**src/rtl/div_arb_pkg.sv**
```systemverilog
// Shared definitions for the divider arbiter.
//  - state_e       : sequencer states
//  - DIV_WIDTH     : default operand/result width of the shared divider
//  - DIV0_QUOTIENT : quotient returned for a zero divisor (all ones)
package div_arb_pkg;

  typedef enum logic [2:0] {
    StIdle,
    StIssue,
    StSettle,
    StWait,
    StResp
  } state_e;

  localparam int unsigned DIV_WIDTH = 13;

  localparam logic [DIV_WIDTH-1:0] DIV0_QUOTIENT = '1;

endpackage

```
**src/rtl/rr_pick.sv**
```systemverilog
// Combinational round-robin picker.
//  req_i    : request vector
//  ptr_i    : index of the last granted client (lowest priority)
//  onehot_o : one-hot of the first set request after ptr_i, wrapping
//  idx_o    : binary index of that request
//  valid_o  : any request set
module rr_pick #(
  parameter int unsigned N_REQ = 4,
  parameter int unsigned IDX_W = $clog2(N_REQ)
) (
  input  logic [N_REQ-1:0] req_i,
  input  logic [IDX_W-1:0] ptr_i,
  output logic [N_REQ-1:0] onehot_o,
  output logic [IDX_W-1:0] idx_o,
  output logic             valid_o
);

  logic [IDX_W-1:0] cand;

  always_comb begin
    onehot_o = '0;
    idx_o    = '0;
    valid_o  = 1'b0;
    cand     = '0;
    // Scan ptr+1 .. ptr+N_REQ so the last owner is visited last.
    for (int unsigned off = 1; off <= N_REQ; off++) begin
      cand = IDX_W'((32'(ptr_i) + off) % N_REQ);
      if (!valid_o && req_i[cand]) begin
        valid_o        = 1'b1;
        idx_o          = cand;
        onehot_o[cand] = 1'b1;
      end
    end
  end

endmodule

```
**src/rtl/div_arbiter.sv**
```systemverilog
// Round-robin sequencer sharing one sequential divider among N_REQ clients.
//  clk_i, reset_i                : clock, asynchronous active-high reset
//  req_i, req_sign_i             : level requests and per-client signed flag
//  req_dividend_i, req_divisor_i : packed operands, client i at [i*WIDTH +: WIDTH]
//  grant_o                       : one-hot pulse, operands captured at this edge
//  resp_valid_o                  : one-hot pulse to the owning client
//  resp_quotient_o/remainder_o   : result, held until the next response
//  resp_err_o                    : divide-by-zero or divider timeout
//  busy_o                        : sequencer not idle
//  div_start_o, div_sign_o, div_dividend_o, div_divider_o : divider request side
//  div_quotient_i, div_remainder_i, div_ready_i            : divider result side
module div_arbiter
  import div_arb_pkg::*;
#(
  parameter int unsigned N_REQ   = 4,
  parameter int unsigned WIDTH   = DIV_WIDTH,
  parameter int unsigned TIMEOUT = 64
) (
  input  logic                   clk_i,
  input  logic                   reset_i,
  input  logic [N_REQ-1:0]       req_i,
  input  logic [N_REQ-1:0]       req_sign_i,
  input  logic [N_REQ*WIDTH-1:0] req_dividend_i,
  input  logic [N_REQ*WIDTH-1:0] req_divisor_i,
  output logic [N_REQ-1:0]       grant_o,
  output logic [N_REQ-1:0]       resp_valid_o,
  output logic [WIDTH-1:0]       resp_quotient_o,
  output logic [WIDTH-1:0]       resp_remainder_o,
  output logic                   resp_err_o,
  output logic                   busy_o,
  output logic                   div_start_o,
  output logic                   div_sign_o,
  output logic [WIDTH-1:0]       div_dividend_o,
  output logic [WIDTH-1:0]       div_divider_o,
  input  logic [WIDTH-1:0]       div_quotient_i,
  input  logic [WIDTH-1:0]       div_remainder_i,
  input  logic                   div_ready_i
);

  localparam int unsigned IdxW = $clog2(N_REQ);
  localparam int unsigned TmrW = (TIMEOUT > 1) ? $clog2(TIMEOUT) : 1;
  // All-ones at whatever width this instance uses.
  localparam logic [WIDTH-1:0] Div0Q = {WIDTH{DIV0_QUOTIENT[0]}};

  state_e            state_q;
  logic [IdxW-1:0]   ptr_q, owner_q;
  logic [TmrW-1:0]   timer_q;
  logic              sign_q, err_q, start_q, busy_q;
  logic [WIDTH-1:0]  dividend_q, divisor_q, quot_q, rem_q;
  logic [N_REQ-1:0]  resp_valid_q;

  logic [N_REQ-1:0]  pick_onehot;
  logic [IdxW-1:0]   pick_idx;
  logic              pick_valid, can_grant;
  logic [WIDTH-1:0]  pick_dividend, pick_divisor;

  rr_pick #(
    .N_REQ (N_REQ),
    .IDX_W (IdxW)
  ) u_rr_pick (
    .req_i    (req_i),
    .ptr_i    (ptr_q),
    .onehot_o (pick_onehot),
    .idx_o    (pick_idx),
    .valid_o  (pick_valid)
  );

  assign pick_dividend = req_dividend_i[32'(pick_idx)*WIDTH +: WIDTH];
  assign pick_divisor  = req_divisor_i[32'(pick_idx)*WIDTH +: WIDTH];

  // A divider still finishing an older op (e.g. across a reset) holds ready low.
  assign can_grant = (state_q == StIdle) && div_ready_i && pick_valid && !reset_i;
  assign grant_o   = can_grant ? pick_onehot : '0;

  always_ff @(posedge clk_i or posedge reset_i) begin
    if (reset_i) begin
      state_q      <= StIdle;
      ptr_q        <= IdxW'(N_REQ - 1);
      owner_q      <= '0;
      timer_q      <= '0;
      sign_q       <= 1'b0;
      dividend_q   <= '0;
      divisor_q    <= '0;
      quot_q       <= '0;
      rem_q        <= '0;
      err_q        <= 1'b0;
      start_q      <= 1'b0;
      busy_q       <= 1'b0;
      resp_valid_q <= '0;
    end else begin
      start_q      <= 1'b0;
      resp_valid_q <= '0;
      case (state_q)
        StIdle: begin
          if (can_grant) begin
            ptr_q      <= pick_idx;
            owner_q    <= pick_idx;
            sign_q     <= req_sign_i[pick_idx];
            dividend_q <= pick_dividend;
            divisor_q  <= pick_divisor;
            busy_q     <= 1'b1;
            if (pick_divisor == '0) begin
              // Answered locally; the divider is never started.
              quot_q       <= Div0Q;
              rem_q        <= pick_dividend;
              err_q        <= 1'b1;
              resp_valid_q <= pick_onehot;
              state_q      <= StResp;
            end else begin
              start_q <= 1'b1;
              state_q <= StIssue;
            end
          end
        end
        StIssue: begin
          timer_q <= '0;
          state_q <= StSettle;
        end
        StSettle: begin
          // Divider drops ready one cycle after start; ignore the stale high.
          state_q <= StWait;
        end
        StWait: begin
          if (div_ready_i) begin
            quot_q       <= div_quotient_i;
            rem_q        <= div_remainder_i;
            err_q        <= 1'b0;
            resp_valid_q <= N_REQ'(1) << owner_q;
            state_q      <= StResp;
          end else if (timer_q == TmrW'(TIMEOUT - 1)) begin
            quot_q       <= '0;
            rem_q        <= '0;
            err_q        <= 1'b1;
            resp_valid_q <= N_REQ'(1) << owner_q;
            state_q      <= StResp;
          end else begin
            timer_q <= timer_q + 1'b1;
          end
        end
        StResp: begin
          busy_q  <= 1'b0;
          state_q <= StIdle;
        end
        default: state_q <= StIdle;
      endcase
    end
  end

  assign resp_valid_o     = resp_valid_q;
  assign resp_quotient_o  = quot_q;
  assign resp_remainder_o = rem_q;
  assign resp_err_o       = err_q;
  assign busy_o           = busy_q;
  assign div_start_o      = start_q;
  assign div_sign_o       = sign_q;
  assign div_dividend_o   = dividend_q;
  assign div_divider_o    = divisor_q;

endmodule

```
**config.mk**
```make
export PLATFORM = sky130hd
export DESIGN_NAME = div_arbiter
export DESIGN_NICKNAME = d
export VERILOG_FILES = /design/src/rtl/div_arb_pkg.sv /design/src/rtl/rr_pick.sv /design/src/rtl/div_arbiter.sv
export SDC_FILE = /design/constraint.sdc
export NUM_CORES = 1
export LEC_CHECK = 0
export ABC_AREA = 0
export ABC_CLOCK_PERIOD_IN_PS = 3900
export CAP_MARGIN = 40
export CELL_PAD_IN_SITES_DETAIL_PLACEMENT = 1
export CELL_PAD_IN_SITES_GLOBAL_PLACEMENT = 1
export CORE_MARGIN = 2
export CORE_UTILIZATION = 28
export DETAILED_ROUTE_END_ITERATION = 12
export GPL_ROUTABILITY_DRIVEN = 0
export PLACE_DENSITY_LB_ADDON = 0.1
export SLEW_MARGIN = 20
export SYNTH_ARGS = -nofsm -noshare
export SYNTH_HDL_FRONTEND = slang
export SYNTH_SLANG_ARGS = --single-unit
```
**constraint.sdc**
```tcl
create_clock -name clk_i -period 3.9 [get_ports clk_i]
set_input_delay 0.78 -clock clk_i [delete_from_list [all_inputs] [get_ports clk_i]]
set_output_delay 0.78 -clock clk_i [all_outputs]
set_load 0.005 [all_outputs]
```
==> results of run 1 <==
-- flip-flops by register name, indices dropped and copies added (netlist names) --
register / cells
resp_valid_o: 4
state_q: 3
ptr_q: 2
div_start_o: 1
busy_o: 1
resp_err_o: 1
div_dividend_o: 13
resp_quotient_o: 13
div_sign_o: 1
owner_q: 2
div_divider_o: 13
timer_q: 6
resp_remainder_o: 13
-- per-stage QoR --
stage          hold slack (ps)  cells
2_1_floorplan              463    560
3_3_place_gp               459   1024
3_5_place_dp               463   1025
4_1_cts                    479   1075
5_1_grt                    505   1085
6_report                   475   1085
-- metal layers --
| layer | global-route usage [%] | vias to the layer above | wire (um) |
|---|---|---|---|
| li1 | - | 2586 | - |
| met3 | 5.27 | 32 | 922 |
| met5 | 0 | - | 0 |
| met2 | 37.3 | 137 | 9990 |
| met4 | 6.60 | 0 | 475 |
| met1 | 27.2 | 2627 | 8620 |
-- cell families after synthesis --
| logic type | synth area share (%) |
|---|---|
| multiplexers | 15.6 |
| AND/OR/NAND/NOR | 19.0 |
| flip-flops | 37.7 |
| buffers and inverters | 5.37 |
| AO/OA/AOI/OAI | 19.4 |
| adder cells (fa/ha/maj) | 2.32 |
| XOR/XNOR | 0.542 |
-- worst max-delay path by stage --
stage / start / end / slack (ps) / depth (start not counted)
2_1_floorplan: ptr_q[0] / resp_remainder_o[0] / -3 / 17
3_3_place_gp: req_i[1] / resp_quotient_o[11] / -610 / 13
3_5_place_dp: req_i[1] / resp_quotient_o[9] / -740 / 12
4_1_cts: ptr_q[0] / resp_remainder_o[4] / -110 / 14
5_1_grt: ptr_q[0] / resp_remainder_o[4] / -130 / 14
6_report: req_i[2] / resp_remainder_o[5] / -20 / 13
-- synth_stat cells, drive strengths merged (2+ instances only) --
cell and instances:
a32oi 3, nor4 2, a22oi 11, mux4 4, mux2i 39, and3 2, o21a 3, inv 22
o311ai 2, a21o 3, nor3 7, ha 9, or3 4, or2 2, a22o 7, a221oi 7
nor2 35, nand3 13, a211oi 10, nand2b 5, a32o 2, clkbuf 18, o21ai 30, o22ai 3
dfrtp 71, nand2 118, xor2 3, nand4 5, a222oi 2, mux2 23, nor2b 4, buf 18
dfstp 2, a21oi 48, and2 8, a31oi 5
-- power by group --
group / switching [mW] / internal (mW) / leakage, nW
combinational: 2.49 / 2.71 / 2.88
sequential: 0.219 / 1.05 / 0.887
clock: 0.331 / 0.513 / 0.145
-- critical path, cell delays in order --
cell           delay (ps)
dlygate4sd2_1         320
mux4_2                580
inv_1                 150
a21oi_4                80
a211oi_4              310
buf_6                 150
mux2_4                300
or4_4                 480
nor4_2                150
o221a_2               250
buf_12                140
a21oi_4               100
mux2_4                330
-- what timing repair did --
item,CTS,global route
buffers inserted,31,10
endpoints found under the setup margin,37,36
gates cloned,3,0
pin swaps,17,14
gates resized for setup,19,27
-- area by class of cell --
type	count	area [um^2]
fillers	1964	8670
flip-flops and latches	73	1830
clock buffers	10	239
multi-input cells	432	2950
well taps	225	282
inverters	22	93.8
repair buffers	317	2990
clock inverters	6	67.6
==> flow_summary.toml, run 1 <==
[critical_path]
r2r_cells = 14
critPathLaunchType = "input pin"
cp.arrival_ps = 4140
worst_r2r_endpoint = "resp_remainder_o[5]"
worst_ep_required_time_ps = 4120
path_max_fanout = 9
path_class = "input pin to flip-flop"
r2r_slack_ps = -10
setup.worst_path.end_class = "flip-flop"
r2r_start = "ptr_q[0]"

[detailed_routing]
drtIter0Drc = 169
drtPass1Iterations = 4
wire_per_inst_um = 18.4
vias = 5382
route.detailed.drc = 0
antenna_left = 0
avgViaCountPerCell = 4.96
drt_wl_total_um = 20000

[final_layout]
drive_gt1_share_pct = 22.3
area_growth_syn_to_layout_pct = 74.2
fin_util_pct = 49.4
fin_nets = 1005
diodes = 0
final_cell_mix = "clkdlybuf4s50_1 (196), nand2_1 (118), buf_4 (97)"
final_common_cell = "clkdlybuf4s50_1"
fin_area_um2 = 8450

[die]
fp.dieW_um = 136
fp.dieH_um = 136
rows = 48
die-area_um2 = 18400
start_util_pct = 28.3
core_um2 = 17100
io-pin-count = 205

[global_routing]
antenna_found_initial = 0
grt_pass1_wl_um = 31400
grt_max_degree = 42
grt-ovfl-total = 0
grt_util_all_layers_pct = 21.8
grt_pass1_vias = 5938

[sta]
fin_crit_sh_pct = 101
finalClockSkew_ps = 4.11
rsz0062_at_grt = "true"
max_freq_mhz = 255
slew_headroom_pct = 45.6
setup_viol = 8
drv_slew = 0
fin_tns_setup_ps = -84.4
hold_viol_final = 0
final.min_clock_period_ps = 3920
worst_pin_slew_ps = 813
layout_setup_ws_ps = -20.2

[logic_synthesis]
synth-edff-count = 0
yosysTopAreaCell = "dfrtp_1"
synthesis.instances = 560
async_flop_share_pct = 100
syn-num-nets = 710
synth_flop_cell = "dfrtp_1"
synth_top_area_share_pct = 36.6
yosysWarnings = 0
ys_seq_area_share_pct = 37.7
ys_ff_latch = 73
syn_area_um2 = 4850
synth.avg_cell_area_um2 = 8.66
synth_area_leaders = "dfrtp_1 (37%), nand2_1 (9.1%), mux2i_1 (8.1%), a21oi_1 (4.7%), mux2_2 (3.5%)"
synth_cell_types = 63

[clock_network]
clockBufferDepth = 2
cts_tree = "yes"
ctsHoldBuffers = 0
clk_pin_slew_ps = 60
clock_latency_ps = 340
cts_buffers = 9
htree_levels = 3
cts.sinks = 73
root_buffer = "clkbuf_16"

[pwr]
totalPowerFinal_mw = 7.32
peakVddDrop_uv = 305
power-per-cell-area_nw_per_um2 = 867
power_leakage_nw = 3.91

[placement]
placed_cell_area_um2 = 7660
io_buffers = 204
place_ws_ps = -739
dp_hpwl_um = 15200

[min_path]
min_path_cells = 2
hold_end = "div_dividend_o[11]"
worstHoldStart = "div_dividend_o[11]"
hold_path.class = "flip-flop to flip-flop"

[outcome]
violations = "negative setup slack"
status = "complete, but fails checks"

[run]
maxCapViolCount = 0
Power figures use the tool's default switching activity.
==> run 2: changes to the inputs <==
--- a/config.mk
+++ b/config.mk
@@ -6,7 +6,7 @@
 export NUM_CORES = 1
 export LEC_CHECK = 0
 export ABC_AREA = 0
-export ABC_CLOCK_PERIOD_IN_PS = 3900
+export ABC_CLOCK_PERIOD_IN_PS = 3600
 export CAP_MARGIN = 40
 export CELL_PAD_IN_SITES_DETAIL_PLACEMENT = 1
 export CELL_PAD_IN_SITES_GLOBAL_PLACEMENT = 1
==> constraint.sdc (replaced) <==
create_clock -name clk_i -period 3.6 [get_ports clk_i]
set_input_delay 0.72 -clock clk_i [delete_from_list [all_inputs] [get_ports clk_i]]
set_output_delay 0.72 -clock clk_i [all_outputs]
set_load 0.005 [all_outputs]
==> run 2 against run 1 <==
The flow still finishes with violations (negative setup slack). Non-clock buffer count increased by 20. Worst hold slack got worse by 3.3 ps. Core utilization increased by 1.6 points. Sequential share of layout area decreased by 0.68 points. Sequential power increased by 8%. Clock skew increased by 6.3 ps. Design area increased by 3.3%. Critical endpoint is now resp_remainder_o[1]. Largest cell class unchanged. Highest routed layer unchanged.
==> flow_summary.toml, run 2 (synthesis results as in run 1) <==
[clock_network]
clk_pin_slew_ps = 60
cts_buffers = 9
clockBufferDepth = 2
root_buffer = "clkbuf_16"
htree_levels = 3
ctsHoldBuffers = 0
cts.sinks = 73
clock_latency_ps = 340
cts_tree = "yes"

[detailed_routing]
route.detailed.drc = 0
drt_wl_total_um = 20600
avgViaCountPerCell = 4.96
antenna_left = 0
vias = 5481
drtPass1Iterations = 4
drtIter0Drc = 183
wire_per_inst_um = 18.7

[final_layout]
area_growth_syn_to_layout_pct = 79.9
fin_nets = 1024
n_fill_cell = 1979
final_cell_mix = "clkdlybuf4s50_1 (196), nand2_1 (118), buf_4 (104)"
fin_util_pct = 51.0
final_cells = 1104
final_common_cell = "clkdlybuf4s50_1"
diodes = 0
fin_area_um2 = 8720
drive_gt1_share_pct = 25.6

[outcome]
violations = "negative setup slack"
status = "complete, but fails checks"

[critical_path]
cp.arrival_ps = 4130
r2r_start = "ptr_q[0]"
setup.worst_path.end_class = "flip-flop"
worst_ep_required_time_ps = 3820
cpPeakStageDelay_ps = 600
cp_num_buf_inv = 4
r2r_slack_ps = -310
r2r_cells = 13
path_depth = 13
cp-endpoint = "resp_remainder_o[1]"
critPathLaunchType = "flip-flop"
path_cells = "buf_8 > mux4_2 > buf_6 > inv_2 > a21oi_4 > a211oi_4 > buf_6 > mux2_4 > or4_4 > nor4_4 > o221a_4 > a21oi_4 > mux2_4"
worstSetupStartpoint = "ptr_q[0]"
path_max_fanout = 7
path_class = "flip-flop to flip-flop"
worst_r2r_endpoint = "resp_remainder_o[1]"
critPathSlowestCell = "dfstp_2"
critical-path-top-delay-family = "multiplexers"

[sta]
setup_viol = 39
finalClockSkew_ps = 10.4
final.min_clock_period_ps = 3910
layout_setup_ws_ps = -307
drv_slew = 0
worst_pin_slew_ps = 563
fin_crit_sh_pct = 109
slew_headroom_pct = 62.2
fin_tns_setup_ps = -8860
max_freq_mhz = 256
whs_ps = 472
rsz0062_at_grt = "true"
hold_viol_final = 0

[global_routing]
grt-ovfl-total = 0
grt_pass1_vias = 6113
antenna_found_initial = 0
grt_pass1_wl_um = 32000
grt_util_all_layers_pct = 22.5
grt_max_degree = 45

[pwr]
totalPowerFinal_mw = 8.57
power_leakage_nw = 4.04
peakVddDrop_uv = 405
power-per-cell-area_nw_per_um2 = 982

[min_path]
hold_path.class = "flip-flop to flip-flop"

[placement]
dp.cells = 1027
io_buffers = 204
placed_cell_area_um2 = 7660
dp_hpwl_um = 14900
place_ws_ps = -1110

[die]
fp.dieW_um = 136
core_um2 = 17100
fp.dieH_um = 136
io-pin-count = 205
rows = 48
die-area_um2 = 18400
start_util_pct = 28.3

[run]
maxCapViolCount = 0
-- run 2: how the worst min path moves through the flow --
stage,from,endpoint,slack (ps),depth (start not counted)
6_report,div_dividend_o[9],div_dividend_o[9],470,2
5_1_grt,div_dividend_o[12],div_dividend_o[12],500,2
4_1_cts,div_dividend_o[9],div_dividend_o[9],480,2
3_5_place_dp,div_dividend_o[9],div_dividend_o[9],470,2
3_3_place_gp,div_dividend_o[5],div_dividend_o[5],460,2
2_1_floorplan,div_divider_o[12],div_divider_o[12],460,2
-- run 2: timing repair --
| item | 4_1_cts | 5_1_grt |
|---|---|---|
| resized for setup | 41 | 53 |
| endpoints found under the hold margin | 0 | 0 |
| buffers inserted | 47 | 20 |
| endpoints found under the setup margin | 42 | 48 |
| pin swaps | 20 | 19 |
| gates cloned | 2 | 0 |
-- run 2: where the power goes --
part	internal, mW	total [mW]	switching, mW	leakage [nW]
clock	0.692	1.04	0.348	0.172
combinational	3.24	6.16	2.92	2.98
sequential	1.14	1.37	0.226	0.887
-- run 2: worst min-delay path: cells and delay by family (launching register included) --
kind	cells	cell delay, ps
simple gates	2	100
flops	1	340
-- run 2: final cells by class --
type	instances	area (um^2)	area share, %
Tap cell	225	282	3.23
Clock buffer	10	239	2.74
Inverter	22	96.3	1.10
Clock inverter	6	105	1.20
Multi-Input combinational cell	431	3000	34.4
Timing Repair Buffer	337	3170	36.4
Sequential cell	73	1830	21.0
-- run 2: routing by layer --
| metal | vias to the layer above | track usage [%] | share of wire, % |
|---|---|---|---|
| met2 | 141 | 41.0 | 52 |
| li1 | 2611 | - | - |
| met4 | 0 | 6.60 | 2.0 |
| met1 | 2700 | 26.2 | 41 |
| met3 | 29 | 5.20 | 4.8 |
| met5 | - | 0 | 0 |
==> run 3: changes to the inputs <==
--- a/config.mk
+++ b/config.mk
@@ -10,6 +10,7 @@
 export CAP_MARGIN = 40
 export CELL_PAD_IN_SITES_DETAIL_PLACEMENT = 1
 export CELL_PAD_IN_SITES_GLOBAL_PLACEMENT = 1
+export CORE_ASPECT_RATIO = 0.75
 export CORE_MARGIN = 2
 export CORE_UTILIZATION = 28
 export DETAILED_ROUTE_END_ITERATION = 12
==> run 3 against run 2 <==
The run still ends with negative setup slack left. Sequential cell count unchanged. Critical endpoint is now resp_remainder_o[4]. Final cell count is 3.4% lower. Clock-buffer cell count is 3 higher. Sequential power about the same. Worst setup slack better by 2.0 ps. Non-clock buffer count shrank 28. Highest routed layer is now met5. Clock power shrank 9.9%. Clock skew fell by 1.6 ps. Via count shrank 1.9%. Critical path depth stayed put.
==> flow_summary.toml, run 3 (synthesis results as in run 1) <==
[final_layout]
drive_gt1_share_pct = 21.7
fin_area_um2 = 8440
fin_nets = 996
n_fill_cell = 1904
diodes = 0
area_growth_syn_to_layout_pct = 74.0
final_common_cell = "clkdlybuf4s50_1"
final_cell_mix = "clkdlybuf4s50_1 (196), nand2_1 (117), buf_4 (93)"

[global_routing]
grt_pass1_wl_um = 31600
grt_util_all_layers_pct = 21.8
grt_max_degree = 42
grt_pass1_vias = 5879
grt-ovfl-total = 0
antenna_found_initial = 1

[clock_network]
clock_latency_ps = 340
cts.sinks = 73
clockBufferDepth = 2
htree_levels = 3
clk_pin_slew_ps = 60
root_buffer = "clkbuf_16"
cts_buffers = 9
cts_tree = "yes"
ctsHoldBuffers = 0

[critical_path]
critPathSlowestCell = "dfstp_2"
cp_num_buf_inv = 3
path_cells = "inv_8 > ha_4 > mux4_2 > buf_6 > nor2_4 > mux2_4 > a222oi_1 > nand4_1 > nor4_2 > o221a_4 > buf_12 > a21oi_4 > mux2_4"
crit_top_cell = "mux2_4"
critical-path-top-delay-family = "multiplexers"
setup.worst_path.end_class = "flip-flop"
critPathLaunchType = "flip-flop"
cpPeakStageDelay_ps = 610
path_max_fanout = 7
worst_ep_required_time_ps = 3820
cp.arrival_ps = 4120
path_class = "flip-flop to flip-flop"

[detailed_routing]
avgViaCountPerCell = 5.05
vias = 5378
drtPass1Iterations = 5
route.detailed.drc = 0
antenna_left = 0
wire_per_inst_um = 18.9
drt_wl_total_um = 20100
drtIter0Drc = 234

[outcome]
violations = "negative setup slack"
status = "complete, but fails checks"

[sta]
finalClockSkew_ps = 8.81
final.min_clock_period_ps = 3900
hold_viol_final = 0
drv_slew = 0
slew_headroom_pct = 56.1
max_freq_mhz = 256
fin_tns_setup_ps = -8240
layout_setup_ws_ps = -305
rsz0062_at_grt = "true"
setup_viol = 38
worst_pin_slew_ps = 657
fin_crit_sh_pct = 108

[die]
fp.dieW_um = 156
start_util_pct = 28.7
core_um2 = 16900
io-pin-count = 205
fp.dieH_um = 118
rows = 41
die-area_um2 = 18400

[placement]
dp_hpwl_um = 15100
placed_cell_area_um2 = 7690
io_buffers = 204

[pwr]
power-per-cell-area_nw_per_um2 = 934
power_leakage_nw = 3.87
peakVddDrop_uv = 382

[run]
maxCapViolCount = 0

[min_path]
hold_path.class = "flip-flop to flip-flop"
-- run 3: changes by cell type in the layout (fill, tap and decap cells not counted), moves of 3 or more --
cell / before / now
buf_6: 23 / 6
buf_4: 104 / 93
nor2_1: 27 / 32
nor2_2: 6 / 1
a21oi_1: 42 / 46
a21oi_2: 4 / 1
clkinv_2: 4 / 1
-- run 3: worst register-to-register path, cell delays in order, from the launching register on --
cell and delay [ps]:
dfstp_2 610, inv_8 40, ha_4 290, mux4_2 540, buf_6 150, nor2_4 210
mux2_4 320, a222oi_1 340, nand4_1 170, nor4_2 260, o221a_4 270, buf_12 110
a21oi_4 110, mux2_4 350
-- run 3: metrics by stage --
step                      hold WS (ps)  setup slack (ps)  utilization (%)  instances  total power [mW]
after global routing               498              -380             50.0       1066              8.48
final                              476              -305             50.0       1066              7.88
after CTS                          485              -350             49.0       1056              7.73
after detailed placement           469              -895             45.5       1020              6.45
after floorplan                    463              -303                -        560              4.06
after global placement             461              -792             45.5       1020              6.28
-- run 3: worst paths after layout --
| kind | start | to | slack, ps | depth (start not counted) |
|---|---|---|---|---|
| max in group asynchronous | reset_i | ptr_q[0] | 2060 | 3 |
| min in group asynchronous | reset_i | resp_valid_o[0] | 850 | 2 |
| worst min register to register | div_dividend_o[12] | div_dividend_o[12] | 480 | 2 |
| worst max register to register | ptr_q[0] | resp_remainder_o[4] | -300 | 13 |
| worst max-delay path | ptr_q[0] | resp_remainder_o[4] | -300 | 13 |
| worst min-delay path | div_dividend_o[12] | div_dividend_o[12] | 480 | 2 |
-- run 3: final cells by class --
| type | instances | area, um^2 | share of cell area [%] |
|---|---|---|---|
| clock buffer | 13 | 260 | 3.09 |
| clock inverter | 3 | 47.5 | 0.564 |
| inverter | 22 | 93.8 | 1.11 |
| multi-input combinational | 431 | 3020 | 35.7 |
| sequential | 73 | 1830 | 21.7 |
| tap | 215 | 269 | 3.19 |
| timing repair buffer | 309 | 2920 | 34.6 |
-- run 3: per-layer routing --
layer	wire (um)	vias up	GRT usage, %
li1	-	2561	-
met1	8970	2645	28.4
met2	9890	146	36.8
met3	998	24	5.41
met4	274	2	4.59
met5	13	-	0
-- run 3: what timing repair did --
item | CTS | global route
pin swaps | 16 | 16
setup buffers | 17 | 13
resized for setup | 31 | 25
cloned | 3 | 0
setup endpoints to repair | 38 | 38
-- run 3: power breakdown --
part           total [mW]  switching, mW  internal (mW)  leakage (nW)
logic                5.56           2.70           2.86          2.84
registers            1.38          0.237           1.14         0.887
clock network       0.937          0.358          0.579         0.150
